File: src/rtl/mem_responder.sv
// mem_responder: fixed-latency responder for the control unit's MemRead/MemWrite
// strobes. Owns a word-addressed data RAM plus one memory-mapped output
// register at IO_ADDR. Each accepted request completes with a one-cycle
// MemReady pulse; the FSM then waits in RELEASE for the request level to drop,
// so a held strobe yields exactly one transaction.
module mem_responder #(
  parameter int                DATA_W  = 16,
  parameter int                ADDR_W  = 8,
  parameter int                LATENCY = 2,
  parameter logic [ADDR_W-1:0] IO_ADDR = {ADDR_W{1'b1}}
) (
  input  logic              CLK,
  input  logic              Reset,
  input  logic              MemRead,
  input  logic              MemWrite,
  input  logic [ADDR_W-1:0] Addr,
  input  logic [DATA_W-1:0] WriteData,
  output logic [DATA_W-1:0] ReadData,
  output logic              MemReady,
  output logic              Busy,
  output logic [DATA_W-1:0] OutPort,
  output logic              OutValid,
  output logic              ReqError
);

  typedef enum logic [1:0] {S_IDLE, S_WAIT, S_DONE, S_RELEASE} state_t;

  localparam logic [3:0] CNT_LOAD = 4'(LATENCY - 1);

  state_t              r_state, w_next;
  logic [3:0]          r_cnt;
  logic                r_op_wr;
  logic [ADDR_W-1:0]   r_addr;
  logic [DATA_W-1:0]   r_wdata;
  logic [DATA_W-1:0]   r_rdata;
  logic [DATA_W-1:0]   r_outport;
  logic                r_reqerr;
  logic [DATA_W-1:0]   r_mem [2**ADDR_W];

  logic w_rd_only, w_wr_only, w_both, w_access, w_io;

  assign w_rd_only = MemRead & ~MemWrite;
  assign w_wr_only = MemWrite & ~MemRead;
  assign w_both    = MemRead & MemWrite;
  // Access happens on the edge that leaves WAIT with the counter expired.
  assign w_access  = (r_state == S_WAIT) && (r_cnt == 4'd0);
  assign w_io      = (r_addr == IO_ADDR);

  // State register.
  always_ff @(posedge CLK or negedge Reset) begin
    if (!Reset) r_state <= S_IDLE;
    else        r_state <= w_next;
  end

  // Next-state logic; RELEASE holds until both request levels are low.
  always_comb begin
    w_next = r_state;
    unique case (r_state)
      S_IDLE:    if (w_rd_only || w_wr_only) w_next = S_WAIT;
      S_WAIT:    if (r_cnt == 4'd0) w_next = S_DONE;
      S_DONE:    w_next = S_RELEASE;
      S_RELEASE: if (!MemRead && !MemWrite) w_next = S_IDLE;
      default:   w_next = S_IDLE;
    endcase
  end

  // Request latch, latency counter, read data, output register, error flag.
  always_ff @(posedge CLK or negedge Reset) begin
    if (!Reset) begin
      r_cnt     <= '0;
      r_op_wr   <= 1'b0;
      r_addr    <= '0;
      r_wdata   <= '0;
      r_rdata   <= '0;
      r_outport <= '0;
      r_reqerr  <= 1'b0;
    end else begin
      if (r_state == S_IDLE) begin
        if (w_both) begin
          r_reqerr <= 1'b1;
        end else if (w_rd_only || w_wr_only) begin
          r_op_wr <= w_wr_only;
          r_addr  <= Addr;
          r_wdata <= WriteData;
          r_cnt   <= CNT_LOAD;
        end
      end else if (r_state == S_WAIT) begin
        if (r_cnt != 4'd0) begin
          r_cnt <= r_cnt - 4'd1;
        end else if (!r_op_wr) begin
          r_rdata <= w_io ? r_outport : r_mem[r_addr];
        end else if (w_io) begin
          r_outport <= r_wdata;
        end
      end
    end
  end

  // RAM write port; no reset so contents survive Reset, and an abandoned
  // transaction never reaches here because reset forces the FSM to IDLE.
  always_ff @(posedge CLK) begin
    if (w_access && r_op_wr && !w_io) r_mem[r_addr] <= r_wdata;
  end

  assign ReadData = r_rdata;
  assign MemReady = (r_state == S_DONE);
  assign OutValid = (r_state == S_DONE) && r_op_wr && w_io;
  assign Busy     = (r_state != S_IDLE);
  assign OutPort  = r_outport;
  assign ReqError = r_reqerr;

endmodule

File: config.mk
export PLATFORM = sky130hd
export DESIGN_NAME = mem_responder
export DESIGN_NICKNAME = d
export VERILOG_FILES = /design/src/rtl/mem_responder.sv
export SDC_FILE = /design/constraint.sdc
export NUM_CORES = 2
export LEC_CHECK = 0
export CORE_MARGIN = 8
export CORE_UTILIZATION = 35
export DETAILED_ROUTE_END_ITERATION = 10
export MAX_ROUTING_LAYER = met4
export PLACE_DENSITY = 0.52
export SLEW_MARGIN = 20
export SYNTH_ARGS = -nofsm -noshare
export SYNTH_HDL_FRONTEND = slang
export SYNTH_SLANG_ARGS = --single-unit
File: constraint.sdc
create_clock -name CLK -period 7.9 [get_ports CLK]
set_input_delay 1.58 -clock CLK [delete_from_list [all_inputs] [get_ports CLK]]
set_output_delay 1.58 -clock CLK [all_outputs]
set_load 0.01 [all_outputs]
==> impl_metrics.toml <==
[status]
status = "finished, final reports clean"

[placed_design]
gp_congestion = 0.868
post_dp_cell_area_mm2 = 0.169
portBuffers = 63
placedCellCount = 13300
dp.final_hpwl_um = 300000

[min_path]
min_path_type = "reg2reg"

[floorplan]
start_util = 0.351
die_width_um = 692
ioPinCount = 64
die_h_um = 692
core-area_mm2 = 0.456
fp-row-count = 248
die_area_mm2 = 0.479

[sta]
max_freq_ghz = 0.185
min_period_over_period = 0.683
fin_tns_setup_ns = 0
fin_crit_ns = 5.39
hold_violations = 0
finClkSkew_ns = 0.0545
slew_headroom = 0.160
holdWs_ns = 0.485
rsz0062_at_grt = "false"
drv_slew = 0
final-setup-viol-count = 0
worst-slew-pin-transition_ns = 1.26

[clock_tree]
postCtsSetupBuffers = 0
clock_latency_ns = 1.00
cts.sinks = 4158
cts_resized = 0
path_clk_slew_ns = 0.07
htreeDepth = 5
cts_tree = "done"
cts_hold_buf = 0
clock_path_buffers = 4
cts-root-buf = "clkbuf_16"
cts_made_buffers = 433

[synthesis]
synth_commonest_cells = "edfxtp_1, mux4_2, nor2_1"
synth_area_leaders = "edfxtp_1, mux4_2, mux2i_1"
synth_edf_count = 4094
yosysSeqAreaShare = 0.779
synthFlopType = "edfxtp_1"
synth.distinct_cells = 74
syn_area_mm2 = 0.160
synth_top_area_share = 0.769
synth-async-reset-ratio = 0.0154
avgSynthCellArea_um2 = 21.8
yosys.cell_count.top_type = "edfxtp_1"
yosysTopAreaCell = "edfxtp_1"
yosys_warnings = 0
syn_inst = 7343
ys_ff_latch = 4158

[cells_and_area]
fin_util = 0.401
area_growth_pct = 14.4
layout.cells.non_filler = 14200
nets = 7813
final_layout_size_suffix_gt1_frac = 0.266
final_area_mm2 = 0.183
fillCellCount = 40000

[power_and_ir_drop]
static-leakage-power_nw = 56.6
ir_worst_vdd_v = 0.000736
p_per_area_mw_per_mm2 = 385

[grt]
grt_pass1_vias = 80000
grt_usage = 0.204
antenna_found_initial = 31
grt_pass1_wl_um = 673000
grt_max_degree = 201
grt_remaining_overflow = 0

[route]
vias = 80100
ant_nets = 0
drtIter0Drc = 10500
drcViolationCount = 0
dr.pass1.iters = 5
viasPerCell = 5.66
wl_um = 488000
wl_per_cell_um = 34.4

[critical_path]
worstPathMaxFanout = 71
worstPathArrival_ns = 6.30
crit_required_ns = 8.81
worst-setup-path-type = "reg2reg"
cp-end-kind = "register"
start_kind = "register"

[job]
maxCapViolCount = 0
registers in the layout, summed over array words and instances, names as in the netlist:
name      flops
OutPort      16
r_op_wr       1
ReadData     16
r_cnt         4
ReqError      1
r_mem      4094
r_wdata      16
r_state       2
r_addr        8
stage by stage:
stage	setup slack, ns	power [mW]
final	2.51	70.5
after global routing	2.48	72.4
after CTS	2.66	70.9
after detailed placement	2.73	51.0
after global placement	2.72	50.8
after floorplan	3.90	41.5
final cells by class:
cell class              count  area, µm²  share of cell area
inverters                  14       62.6            0.000342
flip-flops and latches   4158     125000               0.681
clock inverters           255       2360              0.0129
well taps                6000       7510              0.0410
multi-input cells        2761      33400               0.183
repair buffers            409       3580              0.0196
diodes                     11       27.5            0.000150
clock buffers             551      11400              0.0625
power by group:
part,switching [mW],internal (mW),leakage [nW]
Clock,8.67,11.3,6.69
Sequential,1.20,27.8,37.6
Combinational,14.8,6.74,12.3
cells by family after synthesis:
| group | after synthesis | synth area share |
|---|---|---|
| adders and majority gates | 8 | 0.000626 |
| and+or+nand+nor | 798 | 0.0219 |
| xor gates and xnor gates | 2 | 0.000110 |
| DFF | 4158 | 0.779 |
| buffers and inverters | 437 | 0.0167 |
| other | 1 | 0.0000234 |
| muxes | 1280 | 0.154 |
| AOI/OAI and AO/OA | 659 | 0.0276 |
path summary, 6_finish.rpt:
kind / cells past startpoint / from / slack, ns / endpoint
worst min register to register: 1 / ReqError / 0.48 / ReqError
worst max register to register: 9 / r_addr[2] / 2.51 / ReadData[2]
min in group asynchronous: 1 / Reset / 0.55 / OutPort[15]
worst max-delay path: 9 / r_addr[2] / 2.51 / ReadData[2]
max in group asynchronous: 2 / Reset / 6.04 / r_addr[1]
worst min-delay path: 1 / ReqError / 0.48 / ReqError
per-layer routing:
layer | track usage | routed length, µm | up-vias
li1 | - | - | 31800
met1 | 0.278 | 202000 | 43800
met2 | 0.312 | 228000 | 3762
met3 | 0.0415 | 42600 | 677
met4 | 0.0563 | 15300 | 0
met5 | - | 0 | -
worst max-delay path: stages, from the launching register on:
cell and delay [ns]:
dfrtp_4 0.92, buf_12 0.49, buf_4 0.68, mux4_2 0.33, o22ai_1 0.12, a211oi_1 0.85, nand3_1 0.23, a41oi_1 1.00
nor4_1 0.28, nor3_1 0.25
placed cells by master (no fill, tap or decap), drive strengths merged, types with 15 or more instances in the layout:
| master | instances |
|---|---|
| a211oi | 28 |
| a21oi | 106 |
| a221oi | 24 |
| a22oi | 129 |
| a31oi | 29 |
| and3 | 16 |
| buf | 346 |
| bufinv | 31 |
| clkbuf | 552 |
| clkdlybuf4s50 | 62 |
| clkinv | 198 |
| dfrtp | 64 |
| edfxtp | 4094 |
| inv | 28 |
| mux2 | 92 |
| mux2i | 247 |
| mux4 | 941 |
| nand2 | 247 |
| nand3 | 69 |
| nand4 | 25 |
| nor2 | 326 |
| nor3 | 31 |
| nor4 | 15 |
| o21ai | 98 |
| o221ai | 15 |
| o22ai | 123 |
Note: power is estimated with default switching activity, not from simulation.
